===== config.mk =====
export PLATFORM = sky130hd
export DESIGN_NAME = sipo
export DESIGN_NICKNAME = d
export VERILOG_FILES = /design/src/rtl/uart_pkg.sv /design/src/rtl/rx_sync.sv /design/src/rtl/sipo.sv
export SDC_FILE = /design/constraint.sdc
export NUM_CORES = 1
export LEC_CHECK = 0
export CAP_MARGIN = 0
export CORE_AREA = 2 2 60 62
export CTS_CLUSTER_DIAMETER = 150
export DETAILED_ROUTE_END_ITERATION = 10
export DIE_AREA = 0 0 62 64
export PLACE_DENSITY = 0.85
export SLEW_MARGIN = 40
export SYNTH_ARGS = -nofsm -noshare
export SYNTH_HDL_FRONTEND = slang
export SYNTH_SLANG_ARGS = --single-unit

===== constraint.sdc =====
create_clock -name baud_clk -period 4.4 [get_ports baud_clk]
set_input_delay 0.88 -clock baud_clk [delete_from_list [all_inputs] [get_ports baud_clk]]
set_output_delay 0.88 -clock baud_clk [all_outputs]
set_load 0.01 [all_outputs]

===== src/rtl/uart_pkg.sv =====
// Shared UART definitions: frame state encodings (common with the transmitter)
// and parity_type codes.
package uart_pkg;

  typedef enum logic [2:0] {
    IDLE       = 3'd0,
    START_BIT  = 3'd1,
    DATA_BITS  = 3'd2,
    PARITY_BIT = 3'd3,
    STOP1_BIT  = 3'd4,
    STOP2_BIT  = 3'd5
  } state_t;

  localparam logic [1:0] PAR_NONE  = 2'b00;
  localparam logic [1:0] PAR_ODD   = 2'b01;
  localparam logic [1:0] PAR_EVEN  = 2'b10;
  localparam logic [1:0] PAR_NONE2 = 2'b11;

  function automatic logic has_parity(input logic [1:0] ptype);
    return (ptype == PAR_ODD) || (ptype == PAR_EVEN);
  endfunction

endpackage


===== src/rtl/rx_sync.sv =====
// Multi-flop synchroniser for the asynchronous rx line; flops reset to the
// idle (high) level so reset never looks like a start bit.
module rx_sync #(
  parameter int STAGES = 2
) (
  input  logic clk,
  input  logic rst,
  input  logic d,
  output logic q
);

  logic [STAGES-1:0] ff;

  always_ff @(posedge clk) begin
    if (rst) ff <= '1;
    else     ff <= {ff[STAGES-2:0], d};
  end

  assign q = ff[STAGES-1];

endmodule


===== src/rtl/sipo.sv =====
// UART receiver: oversampled rx line to parallel byte with done strobe and
// error flags. Optional break detector output enabled by SIPO_BREAK_DETECT_EN.
//
// state      | meaning
// IDLE       | waiting for armed falling edge on synchronised rx
// START_BIT  | confirming start bit at its mid-point
// DATA_BITS  | shifting in 7/8 data bits, LSB first
// PARITY_BIT | capturing parity bit
// STOP1_BIT  | first stop bit
// STOP2_BIT  | second stop bit (two-stop mode only)
module sipo
  import uart_pkg::*;
#(
  parameter int OVERSAMPLE  = 16,
  parameter int SYNC_STAGES = 2
) (
  input  logic       baud_clk,
  input  logic       rst,
  input  logic       rx,
  input  logic       data_length,
  input  logic       stop_bits,
  input  logic [1:0] parity_type,
  output logic [7:0] data_out,
  output logic       parity_out,
  output logic       rx_active,
  output logic       rx_done,
  output logic       parity_error,
`ifdef SIPO_BREAK_DETECT_EN
  output logic       break_det,
`endif
  output logic       framing_error
);

  localparam int CW = $clog2(OVERSAMPLE);
  localparam logic [CW-1:0] SAMPLE_AT = CW'(OVERSAMPLE / 2 - 1);
  localparam logic [CW-1:0] CNT_LAST  = CW'(OVERSAMPLE - 1);

  state_t      state;
  logic        rx_s;
  logic        armed;
  logic [CW-1:0] cnt;
  logic [2:0]  bit_idx;
  logic        len_r, stop_r;
  logic [1:0]  ptype_r;
  logic [7:0]  sh;
  logic        par_r, frm_r;
  logic        sample_pt, last_stop, frm_now, perr;
  logic [2:0]  last_idx;
`ifdef SIPO_BREAK_DETECT_EN
  logic        zero_r;
`endif

  rx_sync #(.STAGES(SYNC_STAGES)) u_sync (
    .clk (baud_clk),
    .rst (rst),
    .d   (rx),
    .q   (rx_s)
  );

  assign sample_pt = (state != IDLE) && (cnt == SAMPLE_AT);
  assign last_stop = sample_pt &&
                     ((state == STOP1_BIT && !stop_r) || state == STOP2_BIT);
  assign frm_now   = frm_r | ~rx_s;
  assign last_idx  = len_r ? 3'd7 : 3'd6;

  always_comb begin
    perr = 1'b0;
    case (ptype_r)
      PAR_EVEN: perr = ^{sh, par_r};
      PAR_ODD:  perr = ~(^{sh, par_r});
      default:  perr = 1'b0;
    endcase
  end

  always_ff @(posedge baud_clk) begin
    if (rst) begin
      state         <= IDLE;
      cnt           <= '0;
      bit_idx       <= '0;
      armed         <= 1'b1;
      len_r         <= 1'b0;
      stop_r        <= 1'b0;
      ptype_r       <= PAR_NONE;
      sh            <= '0;
      par_r         <= 1'b0;
      frm_r         <= 1'b0;
      data_out      <= '0;
      parity_out    <= 1'b0;
      rx_active     <= 1'b0;
      rx_done       <= 1'b0;
      parity_error  <= 1'b0;
      framing_error <= 1'b0;
`ifdef SIPO_BREAK_DETECT_EN
      zero_r        <= 1'b0;
      break_det     <= 1'b0;
`endif
    end else begin
      rx_done <= 1'b0;
`ifdef SIPO_BREAK_DETECT_EN
      break_det <= 1'b0;
`endif
      if (state == IDLE) begin
        if (rx_s) armed <= 1'b1;
        if (armed && !rx_s) begin
          len_r     <= data_length;
          stop_r    <= stop_bits;
          ptype_r   <= parity_type;
          // the detecting cycle itself is sample 0 of the start bit
          cnt       <= CW'(1);
          bit_idx   <= '0;
          sh        <= '0;
          par_r     <= 1'b0;
          frm_r     <= 1'b0;
          rx_active <= 1'b1;
          state     <= START_BIT;
`ifdef SIPO_BREAK_DETECT_EN
          zero_r    <= 1'b1;
`endif
        end
      end else begin
        cnt <= (cnt == CNT_LAST) ? '0 : cnt + 1'b1;
        if (sample_pt) begin
          case (state)
            START_BIT: begin
              if (rx_s) begin
                state     <= IDLE;
                rx_active <= 1'b0;
              end else begin
                state   <= DATA_BITS;
                bit_idx <= '0;
              end
            end
            DATA_BITS: begin
              sh[bit_idx] <= rx_s;
              if (bit_idx == last_idx)
                state <= has_parity(ptype_r) ? PARITY_BIT : STOP1_BIT;
              else
                bit_idx <= bit_idx + 3'd1;
            end
            PARITY_BIT: begin
              par_r <= rx_s;
              state <= STOP1_BIT;
            end
            STOP1_BIT: begin
              frm_r <= frm_now;
              if (stop_r) state <= STOP2_BIT;
            end
            default: ;
          endcase
`ifdef SIPO_BREAK_DETECT_EN
          if (state != START_BIT) zero_r <= zero_r & ~rx_s;
`endif
          if (last_stop) begin
            state         <= IDLE;
            rx_active     <= 1'b0;
            rx_done       <= 1'b1;
            data_out      <= sh;
            parity_out    <= par_r;
            parity_error  <= perr;
            framing_error <= frm_now;
            // a line stuck low must go high before another frame can start
            if (frm_now) armed <= 1'b0;
`ifdef SIPO_BREAK_DETECT_EN
            break_det     <= zero_r & ~rx_s;
`endif
          end
        end
      end
    end
  end

endmodule


### After elaboration in Yosys (flattened, before gate mapping)

Cells that the tools add are included.

| word-level totals | value |
|---|---|
| bits in registers | 40 |
| input bits | 7 |
| output and inout port bits | 13 |
| logic and storage cells | 120 |

| operators by class | value |
|---|---|
| add/subtract/negate cells | 2 |
| $lt $le $gt $ge | 2 |
| eq/ne operators | 16 |
| mux-type cells | 46 |
| bitwise operators | 5 |
| reduce and logical (&&, ||, !) cells | 32 |

Operator list:

| operator | number |
|---|---|
| $mux 3 | 12 |
| $mux 8 | 4 |
| $mux 1 | 21 |
| $mux 4 | 3 |
| $pmux 3 s4 | 1 |
| $reduce_and 3->1 | 4 |
| $reduce_bool 2->1 | 6 |
| $reduce_bool 3->1 | 4 |
| $reduce_and 5->1 | 2 |
| $reduce_xor 9->1 | 1 |
| $bwmux 8 | 1 |
| $reduce_and 4->1 | 2 |
| $eq 3x2->1 const B | 2 |
| $eq 3x3->1 const B | 2 |
| $ne 3x3->1 const B | 2 |
| $pmux 3 s2 | 1 |
| $reduce_bool 6->1 | 1 |
| $logic_and 1x1->1 | 5 |
| $add 4x1->4 const B | 1 |
| $eq 4x3->1 const B | 1 |
| $eq 4x4->1 const B | 1 |
| $lt 3x4->1 const B | 1 |
| $ne 2x1->1 const B | 2 |
| $ne 4x3->1 const B | 1 |
| 17 further kinds | 22 |

### Depth between registers and ports, before layout

Gate-level depths: netlist of the first run.

| depth | value |
|---|---|
| depth after elaboration | 8 |
| mapped depth | 7 |
| mapped depth without buffers | 6 |

### Hierarchy

Synthesis of the first run repeated with hierarchy kept, for this count alone.

| second synthesis, totals | value |
|---|---|
| cells, all modules | 238 |
| area total of the unflattened synthesis | 1910.6 um^2 |

Modules (own cells, without submodules):

| module | times used | cells an instance | area each (um^2) | seq. area each (um^2) |
|---|---|---|---|---|
| sipo | 1 | 234 | 1858.0 | 760.7 |
| rx_sync | 1 | 4 | 52.6 | 40.0 |

### Worst setup path before layout of the first run

Ideal clock, no wire load.

| timing path | value |
|---|---|
| path type | register to register |
| start point | register cnt[0] |
| end point | register data_out[0] |
| library setup time | 0.128 ns |
| arrival time | 1.726 ns |
| data required time | 4.272 ns |
| slack | 2.546 ns |
| stages on the path, launching flop included | 8 |
| buffers on the path | 1 |
| clock period less this slack | 1.854 ns |
| path through | dfxtp_1 ha_1 nand3b_1 nand2b_1 nor3_2 buf_2 mux2i_1 nor2_1 |

| between the ends | value |
|---|---|
| word-level cells in the longest chain between the ends | 4 |

Ends and longest elaborated chain:

| element | line | text |
|---|---|---|
| start: declaration | sipo.sv:41 | `logic [CW-1:0] cnt;` |
| start signal: assignment | sipo.sv:121 | `cnt <= (cnt == CNT_LAST) ? '0 : cnt + 1'b1;` |
| $eq 4x3->1 * | sipo.sv:60 | `assign sample_pt = (state != IDLE) && (cnt == SAMPLE_AT);` |
| $logic_and 1x1->1 * | sipo.sv:60 |  |
| $logic_and 1x1->1 | sipo.sv:61 | `assign last_stop = sample_pt &&` |
| $reduce_and 3->1 (no line) * | -- |  |
| end signal: assignment | sipo.sv:157 | `data_out <= sh;` |
| end: declaration | sipo.sv:23 | `output logic [7:0] data_out,` |

Mark *: on every way between the ends. The rest lies on a longest branch, timed or not.
A chain may end at the register's enable or synchronous reset.

### Worst setup path in the final report of the first run

| timing path | value |
|---|---|
| start point | register state[0] |
| end point | register sh[3] |

| between the ends | value |
|---|---|
| word-level cells in the longest chain between the ends | 4 |
| elaborated cells between the ends (all ways) | 9 |
| those cells by class | eq/ne: 2; mux: 1; reduce/logical: 6 |

Ends and longest elaborated chain:

| element | line | text |
|---|---|---|
| start: declaration | sipo.sv:38 | `state_t state;` |
| start signal: assignment | sipo.sv:136 | `state <= has_parity(ptype_r) ? PARITY_BIT : STOP1_BIT;` |
| $reduce_bool 3->1 | sipo.sv:60 |  |
| $logic_and 1x1->1 | sipo.sv:60 |  |
| $reduce_bool 2->1 (no line) | -- |  |
| $reduce_and 3->1 (no line) | -- |  |
| end signal: indexed assignment | sipo.sv:134 | `sh[bit_idx] <= rx_s;` |
| end: declaration | sipo.sv:45 | `logic [7:0] sh;` |

Several ways; a longest one is shown, not always the timed one.

==> results.md, run 1 <==
- Outcome: finished, final reports clean
- Clock Root Buffer: clkbuf_4
- Fin crit share: between 50% and 60%
- WL per Instance: between 10 and 15 um
- Largest net degree at the start of global routing: 37
- Met1 Use GR: 27.8%
- Clk sinks: 40
- GR Overflow Total: 0
- Postcts setup bufs: 0
- Area of the die: 3970 sq um
- Vias in the first global route: around 1,500
- Gr busiest metal: met2
- Via density: roughly 5.5
- Post-Syn Nets: 244
- Global Route met2 Usage: 34.9%
- Slew Limit Fails: 0
- Hold Path Class: register to register
- Clock Skew: between 9 and 10 ps
- I/O pin cnt: 20
- WP data arrival: about 2600 ps
- Area grow syn2layout: 14.1%
- Highest Clock Rate: between 400 and 500 MHz
- Unrepaired setup endpoints after global routing: false
- Met3 Use GR: 6.88%
- Synth Area in Compound Gates: between 10% and 20%
- Clock latency on the worst-skew pair: 350 ps
- Core footprint: about 3300 sq um
- Port bufs: 19
- Max Root-Sink Buffers: 2
- Total negative slack: 0 ps
- Hpwl dp: approximately 2.5 mm
- Worst setup EP type: register
- Clk slew on worst S/H paths: approximately 120 ps
- DR pass1 iterations: 4
- GRT Resource Usage Total: between 20% and 30%
- Post-synthesis cell count: 233
- Kind of critical path: register to register
- Post-synthesis mux area share: around 7%
- Htree depth: 2
- Crit-path max FO: 16
- Top FF cell, synth: dfxtp_1
- Warnings, synthesis: 0
- DR vias: 1,618
- Antenna diodes: 0
- Cell Pwr Density: ~280 nW/um^2
- CTS tree: done
- Adder-cell share of the synthesized area: roughly 2.6%
- Post-synth EDFFs: 0
- Main combinational cell family by area after synthesis: simple AND/OR/NAND/NOR gates
- Hold Buf Count CTS: 0
- Worst Tran Pin Value: 706 ps
- # DRC: 0
- Die width: ~62 um
- Register area share after synthesis: around two fifths
- Mapped cell area: between 1500 and 2000 sq um
- # fillers: 271
- Initial DRC count: roughly 70
- Wirelength, routed: roughly 3.7 mm
- Synth cell types: 38
- Num CTS Buffers: 5
- Max_cap viols: 0
- Starting Density: between 50% and 60%
- Fin crit period: about 2300 ps
- Slew margin rel.: between 50% and 60%
- Simple-Gate Fraction of Synth Area: about a quarter
- Ratio of cells with drive above 1 in the final layout: 6.43%
- CP Launch Type: register
- Hold slack final: between 400 and 500 ps
- Setup violators final: 0
- Row count: 21
- NumNets Final: about 260
- Post-CTS Resized: 0
- Worst endpoint required time: around 4700 ps
- Die Height: about 64 um
- Initial antenna violation count: 0
- Share of flip-flops with an asynchronous set or reset: 0%
- Yosys reg bits: 40
- XOR/XNOR share of the synthesized area: around 4.8%
- ANT nets after route: 0
- Static Leakage: just under 0.8 nW
- Avg Synthesized Cell Area: around 8.3 sq um
- GP Congestion: around 0.87
- VDD IR max: around 0.25 mV
- First-pass GRT wire length: around 6.6 mm
- Final Hold Viols: 0
==> worst paths after layout <==
path         slack [ps]                 endpoint                     from  depth (start not counted)
max                2130       sh[3]$_SDFFE_PP0P_    state[0]$_SDFFE_PP0P_                          5
min                 430  u_sync.ff[1]$_SDFF_PP1_  u_sync.ff[0]$_SDFF_PP1_                          1
max reg2reg        2130       sh[3]$_SDFFE_PP0P_    state[0]$_SDFFE_PP0P_                          5
min reg2reg         430  u_sync.ff[1]$_SDFF_PP1_  u_sync.ff[0]$_SDFF_PP1_                          1
==> sequential cells by signal, summed over array words and instances (netlist names) <==
signal         flops
parity_out         1
sh                 8
par_r              1
frm_r              1
framing_error      1
len_r              1
u_sync.ff          2
rx_done            1
ptype_r            2
rx_active          1
parity_error       1
armed              1
state              3
stop_r             1
cnt                4
data_out           8
bit_idx            3
==> layout by cell type (no fill, tap or decap), drive strengths merged, types with 2 or more instances in the layout <==
| cell type | instances |
|---|---|
| nor3 | 8 |
| a21oi | 24 |
| mux2i | 12 |
| a21boi | 3 |
| nand3b | 3 |
| dfxtp | 40 |
| xor2 | 4 |
| a31oi | 3 |
| nand2 | 21 |
| buf | 3 |
| xnor2 | 4 |
| inv | 6 |
| clkbuf | 7 |
| nor2b | 4 |
| ha | 4 |
| nor2 | 30 |
| nand4 | 2 |
| or3 | 4 |
| o31ai | 2 |
| or2 | 3 |
| o21ai | 19 |
| nand3 | 8 |
| clkdlybuf4s50 | 19 |
| nand2b | 4 |
==> where the power goes <==
group / total, mW / internal [mW] / switching (mW)
sequential: 0.372 / 0.366 / 0.00546
clock: 0.197 / 0.0783 / 0.119
combinational: 0.0389 / 0.0168 / 0.0221
==> worst max-delay path, cell delays in order, from the launching register on <==
cell      delay, ps
dfxtp_1         630
or3_1           390
nand2b_1        210
nor3_1          630
nand3_1         170
a21oi_1         180
==> area by class of cell <==
class,instances,area (sq um),share of cell area [%]
tap,46,57.6,2.62
clock inverter,1,7.51,0.341
inverter,6,22.5,1.02
multi-input combinational,173,1040,47.5
clock buffer,7,55.1,2.50
timing repair buffer,22,213,9.66
sequential,40,801,36.4
==> cell usage after synthesis (all sizes together) (3+ instances only) <==
cell / count / area, sq um
a21oi: 24 / 120
xnor2: 4 / 35.0
a31oi: 3 / 18.8
clkbuf: 12 / 45.0
nand3: 8 / 40.0
ha: 4 / 50.1
nor2: 30 / 113
a21boi: 3 / 22.5
nor3: 8 / 45.0
inv: 6 / 22.5
or2: 3 / 18.8
dfxtp: 40 / 801
xor2: 4 / 35.0
mux2i: 12 / 133
nor2b: 4 / 25.0
or3: 4 / 25.0
o21ai: 19 / 95.1
nand3b: 3 / 22.5
nand2b: 4 / 25.0
nand2: 21 / 78.8
==> stage by stage <==
stage	instances	power, mW	util [%]	instance area (sq um)	setup slack, ps
after detailed placement	287	0.419	65.1	2140	2180
after floorplan	233	0.406	-	1930	2550
after global routing	295	0.634	67.0	2200	1940
after CTS	295	0.613	67.0	2200	2130
final	295	0.607	67.0	2200	2130
after global placement	287	0.418	65.1	2140	2260
==> layer usage <==
layer	routed length (um)	share of wire, %
met5	0	0
met2	1760	48
met3	165	4.5
met4	61	1.6
met1	1710	46
==> cells by family after synthesis <==
group,after synthesis
multiplexers,12
AO/OA/AOI/OAI,55
AND/OR/NAND/NOR,93
buffers and inverters,20
adder cells (fa/ha/maj),4
flip-flops,40
XOR/XNOR,9
Power figures use the tool's default switching activity.
==> run 2, diff against run 1 <==
CORE_AREA = 2 2 62 64   (was 2 2 60 62)
DIE_AREA = 0 0 64 66   (was 0 0 62 64)
PLACE_DENSITY = 0.8   (was 0.85)
clock period = 2.27 ns   (was 4.4 ns; I/O delays follow)
==> run 2 against run 1 <==
Compared with the run above:
- clock skew is 3.5 ps higher
- first-iteration DRC count decreased by 2.8%
- sequential power grew 93%
- setup slack got worse by 1900 ps
- critical endpoint is now parity_error$_SDFFE_PP0P_
==> results.md, run 2 (synthesis results as in run 1) <==
- Final Hold Viols: 0
- Row count: 22
- Initial antenna violation count: 0
- NumNets Final: between 200 and 300
- DR vias: 1,645
- Worst endpoint required time: 2540 ps
- Area grow syn2layout: 17.5%
- Antenna diodes: 0
- Highest Clock Rate: around 500 MHz
- Wirelength, routed: ~3.9 mm
- Postcts setup bufs: 0
- Hold Path Cell Cnt: 1
- Hold Buf Count CTS: 0
- Unrepaired setup endpoints after global routing: false
- First-pass GRT wire length: roughly 6.8 mm
- Worst Tran Pin Value: around 450 ps
- Worst r2r dst: parity_error$_SDFFE_PP0P_
- Via density: approximately 5.5
- Clock Root Buffer: clkbuf_4
- Hpwl dp: around 2.7 mm
- Kind of critical path: register to register
- Clock Skew: approximately 13 ps
- Die Height: ~66 um
- WL per Instance: 12.9 um
- Worst setup EP type: register
- Crit-path max FO: 12
- Num CTS Buffers: 5
- Clk slew on worst S/H paths: between 100 and 150 ps
- Die width: between 60 and 70 um
- GR Overflow Total: 0
- Fin crit share: around 88%
- Starting Density: 54.3%
- Regs by FF count: data_out: 8 flops, sh: 8 flops, cnt: 4 flops
- Slew Limit Fails: 0
- Reg2reg start: cnt[0]$_SDFFE_PP0N_
- Worst R2R Path Depth: 7
- DR pass1 iterations: 4
- # DRC: 0
- Core footprint: around 3600 sq um
- GRT Resource Usage Total: between 20% and 30%
- Largest net degree at the start of global routing: 39
- Port bufs: 19
- FF/Latch Area: about 800 sq um
- Hold Path Class: register to register
- Max Root-Sink Buffers: 2
- Min-Delay Endpoint: u_sync.ff[1]$_SDFF_PP1_
- ANT nets after route: 0
- Worst hold start: u_sync.ff[0]$_SDFF_PP1_
- Commonest non-fill, non-tap cells in the layout: dfxtp_1, nor2_1, a21oi_1
- I/O pin cnt: 20
- WP data arrival: roughly 2300 ps
- Worst reg-to-reg setup slack: ~270 ps
- GP Congestion: approximately 0.85
- VDD IR max: approximately 0.4 mV
- Max_cap viols: 0
- Layout Cell Area excl Fill: 2270 sq um
- Ratio of cells with drive above 1 in the final layout: between 8 and 9%
- Cell Pwr Density: approximately 570 nW/um^2
- Slew margin rel.: between 60% and 70%
- CTS tree: done
- # fillers: 320
- Total negative slack: 0 ps
- Outcome: finished, final reports clean
- Hold slack final: ~430 ps
- Multi-input gate area: about 1000 sq um
- Post-place instance area: 2180 sq um
- Most common cell after layout, fill and taps aside: dfxtp_1
- Initial DRC count: approximately 70
- Clk sinks: 40
- Fin crit period: 2000 ps
- Htree depth: 2
- Static Leakage: between 0.8 and 0.9 nW
- CP Launch Type: register
- Post-CTS Resized: 0
- Clock latency on the worst-skew pair: 360 ps
- Vias in the first global route: 1,511
- Setup violators final: 0
- Area of the die: about 4200 sq um
run 2: cell count changes in the layout (fill, tap and decap cells not counted), sizes merged:
cell,previous run,this run
clkbuf,7,5
inv,6,7
bufinv,0,1
buf,3,7
run 2: stage by stage:
stage	util, %	total power [mW]	cells	setup slack (ps)
detailed placement	61.5	0.815	293	273
finish	63.8	1.29	301	266
CTS	63.8	1.30	301	269
floorplan	-	0.787	233	416
global route	63.8	1.35	301	95.8
global placement	61.5	0.814	293	359
run 2: worst max-delay path by stage:
stage	cells past startpoint	slack, ps	from	endpoint
after floorplan	7	420	cnt[0]$_SDFFE_PP0N_	data_out[0]$_SDFFE_PP0P_
final	7	270	cnt[0]$_SDFFE_PP0N_	parity_error$_SDFFE_PP0P_
after CTS	5	270	state[2]$_SDFFE_PP0P_	bit_idx[2]$_SDFFE_PP0P_
after global placement	5	360	state[2]$_SDFFE_PP0P_	bit_idx[2]$_SDFFE_PP0P_
after global routing	7	100	cnt[0]$_SDFFE_PP0N_	parity_error$_SDFFE_PP0P_
after detailed placement	5	270	state[2]$_SDFFE_PP0P_	bit_idx[2]$_SDFFE_PP0P_
run 2: routing by layer:
layer  GRT usage [%]  part of all wire [%]
met2            33.6                    46
met4            8.70                   2.1
met5               0                     0
met3            5.79                   3.8
met1            26.4                    48
run 2: area by class of cell:
class,instances,share of cell area [%]
well taps,48,2.65
flip-flops and latches,40,35.3
clock inverters,3,2.04
multi-input cells,173,46.1
clock buffers,5,1.66
repair buffers,26,11.3
inverters,6,0.993
run 2: critical path, stage by stage (launching register included):
cell,delay [ps]
dfxtp_1,400
ha_1,250
nand3b_1,170
nand2b_1,290
nor3_2,250
buf_4,260
nor2_1,60
a211oi_1,240
run 2: power by group:
group	switching, mW	total [mW]	internal, mW
Sequential	0.00684	0.717	0.710
Combinational	0.0466	0.0827	0.0362
Clock	0.259	0.494	0.235
==> run 3, diff against run 2 <==
RECOVER_POWER = 50   (was not set)
==> run 3 against run 2 <==
Compared with the run above:
- hold slack better by 0.97 ps
- clock power hardly changed
- sequential power hardly changed
- combinational power shrank 5.0%
- first-iteration DRC count up 17%
- flip-flop and latch count unchanged
- die area stayed put
- global-route usage is the same
- routed wire length decreased by 0.90%
- maximum frequency is 0.27% lower
- highest routed layer unchanged
==> results.md, run 3 (synthesis results as in run 1) <==
- Layout Cell Area excl Fill: roughly 2200 sq um
- Htree depth: 2
- Port bufs: 19
- Slew margin rel.: 50.3%
- Gr busiest metal: met2
- Max_cap viols: 0
- Min-Delay Endpoint: u_sync.ff[1]$_SDFF_PP1_
- Vias in the first global route: 1,511
- Clock share of power: a little under two fifths
- Wirelength, routed: slightly below 4 mm
- FF/Latch Area: roughly 800 sq um
- Postcts setup bufs: 0
- Die width: about 64 um
- Fin crit period: about 2000 ps
- Hold Path Class: register to register
- Sw Share: between 20 and 25%
- Initial antenna violation count: 0
- CTS tree: done
- Post-place instance area: around 2200 sq um
- Worst Tran Pin Value: ~750 ps
- Core footprint: between 3000 and 4000 sq um
- Total negative slack: 0 ps
- Kind of critical path: register to register
- Worst endpoint required time: approximately 2600 ps
- # DRC: 0
- Post-CTS Resized: 0
- VDD IR max: 0.396 mV
- Clk slew on worst S/H paths: between 100 and 150 ps
- Most common cell after layout, fill and taps aside: dfxtp_1
- Static Leakage: 0.862 nW
- Combinational share of power: 6.1%
- Global Route met2 Usage: 33.6%
- Hold Buf Count CTS: 0
- Unrepaired setup endpoints after global routing: false
- CP Launch Type: register
- Worst setup EP type: register
- Area of the die: about 4200 sq um
- Worst R2R Path Depth: 5
- Ordered list of cells on the worst path: or3_1 > mux2i_4 > nand4b_4 > or4_1 > a21oi_1
- Starting Density: between 50% and 60%
- Initial DRC count: 81
- Outcome: finished, final reports clean
- Net Sw Power: just over 0.3 mW
- Row count: 22
- Worst r2r dst: bit_idx[2]$_SDFFE_PP0P_
- Pwr Total: 1.29 mW
- Multi-input gate area: around 1000 sq um
- DR pass1 iterations: 4
- Area grow syn2layout: 16.5%
- Die Height: approximately 66 um
- Antenna diodes: 0
- Seq pwr share: 55.7%
- Clk sinks: 40
- Slowest cell on the critical path: or3_1
- Critical path's largest stage delay: 490 ps
- Num CTS Buffers: 5
- Highest Clock Rate: roughly 500 MHz
- # fillers: approximately 320
- I/O pin cnt: 20
- First-pass GRT wire length: ~7 mm
- GP Congestion: 0.853
- Max Root-Sink Buffers: 2
- WP data arrival: about 2300 ps
- NumNets Final: 263
- Setup violators final: 0
- WL per Instance: about 13 um
- Met3 Use GR: ~5.8%
- Slew Limit Fails: 0
- GR Overflow Total: 0
- Largest net degree at the start of global routing: 39
- Worst hold start: u_sync.ff[0]$_SDFF_PP1_
- Ratio of cells with drive above 1 in the final layout: 7.91%
- Clock Skew: 14.2 ps
- Pint: slightly below 1 mW
- Worst reg-to-reg setup slack: approximately 260 ps
- Regs by FF count: data_out: 8 flops, sh: 8 flops, cnt: 4 flops
- Clock latency on the worst-skew pair: approximately 360 ps
- Cell Pwr Density: roughly 570 nW/um^2
- Via density: 5.44
- GRT Resource Usage Total: between 20% and 30%
- Reg2reg start: state[1]$_SDFFE_PP0P_
- Met1 Use GR: about a quarter
- Crit-path max FO: 9
- Hold Path Cell Cnt: 1
- Fin crit share: 88.5%
- DR vias: around 1,600
- Commonest non-fill, non-tap cells in the layout: dfxtp_1, nor2_1, a21oi_1
- ANT nets after route: 0
- Hpwl dp: roughly 2.7 mm
- Clock Root Buffer: clkbuf_4
- Final Hold Viols: 0
[run 3: cell types whose count changed in the layout (fill, tap and decap cells not counted)]
cell	change
clkbuf_2	+1
buf_12	-1
clkbuf_1	+1
buf_4	-1
clkdlybuf4s50_1	-14
dlygate4sd3_1	+14
[run 3: metal layers]
layer / wire length (um) / vias to the layer above
met5: 0 / -
met1: 1800 / 750
met2: 1830 / 34
met4: 68 / 0
met3: 158 / 7
li1: - / 847
[run 3: final cells by class]
class | instances | share of cell area (%)
Multi-Input combinational cell | 173 | 46.5
Sequential cell | 40 | 35.6
Timing Repair Buffer | 26 | 10.5
Tap cell | 48 | 2.67
Clock inverter | 3 | 2.06
Clock buffer | 5 | 1.67
Inverter | 6 | 1.00
[run 3: worst max-delay path by stage]
stage                           from                       end  slack [ps]  cells after the start
6_report       state[1]$_SDFFE_PP0P_   bit_idx[2]$_SDFFE_PP0P_         260                      5
5_1_grt          cnt[0]$_SDFFE_PP0N_  data_out[0]$_SDFFE_PP0P_          60                      7
4_1_cts        state[2]$_SDFFE_PP0P_   bit_idx[2]$_SDFFE_PP0P_         270                      5
3_5_place_dp   state[2]$_SDFFE_PP0P_   bit_idx[2]$_SDFFE_PP0P_         270                      5
3_3_place_gp   state[2]$_SDFFE_PP0P_   bit_idx[2]$_SDFFE_PP0P_         360                      5
2_1_floorplan    cnt[0]$_SDFFE_PP0N_  data_out[0]$_SDFFE_PP0P_         420                      7
[run 3: worst max-delay path: cells and delay by family (launching register included)]
family,cells,cell delay [ps]
AO/OA/AOI/OAI,1,170
AND/OR/NAND/NOR,3,1070
multiplexers,1,320
flip-flops,1,370
[run 3: power groups by stage]
stage                     combinational (mW)  sequential (mW)  clock, mW
final                                 0.0786            0.717      0.493
after global routing                  0.0903            0.719      0.532
after CTS                             0.0828            0.717      0.499
after global placement                0.0819            0.732          0
after detailed placement              0.0827            0.732          0
after floorplan                       0.0557            0.731          0
[run 3: through the flow]
| step | util [%] | cells | worst slack (ps) | hold WS [ps] |
|---|---|---|---|---|
| 4_1_cts | 63.8 | 301 | 269 | 432 |
| 6_report | 63.3 | 301 | 260 | 430 |
| 5_1_grt | 63.3 | 301 | 60.5 | 468 |
| 2_1_floorplan | - | 233 | 416 | 389 |
| 3_5_place_dp | 61.5 | 293 | 273 | 400 |
| 3_3_place_gp | 61.5 | 293 | 359 | 393 |
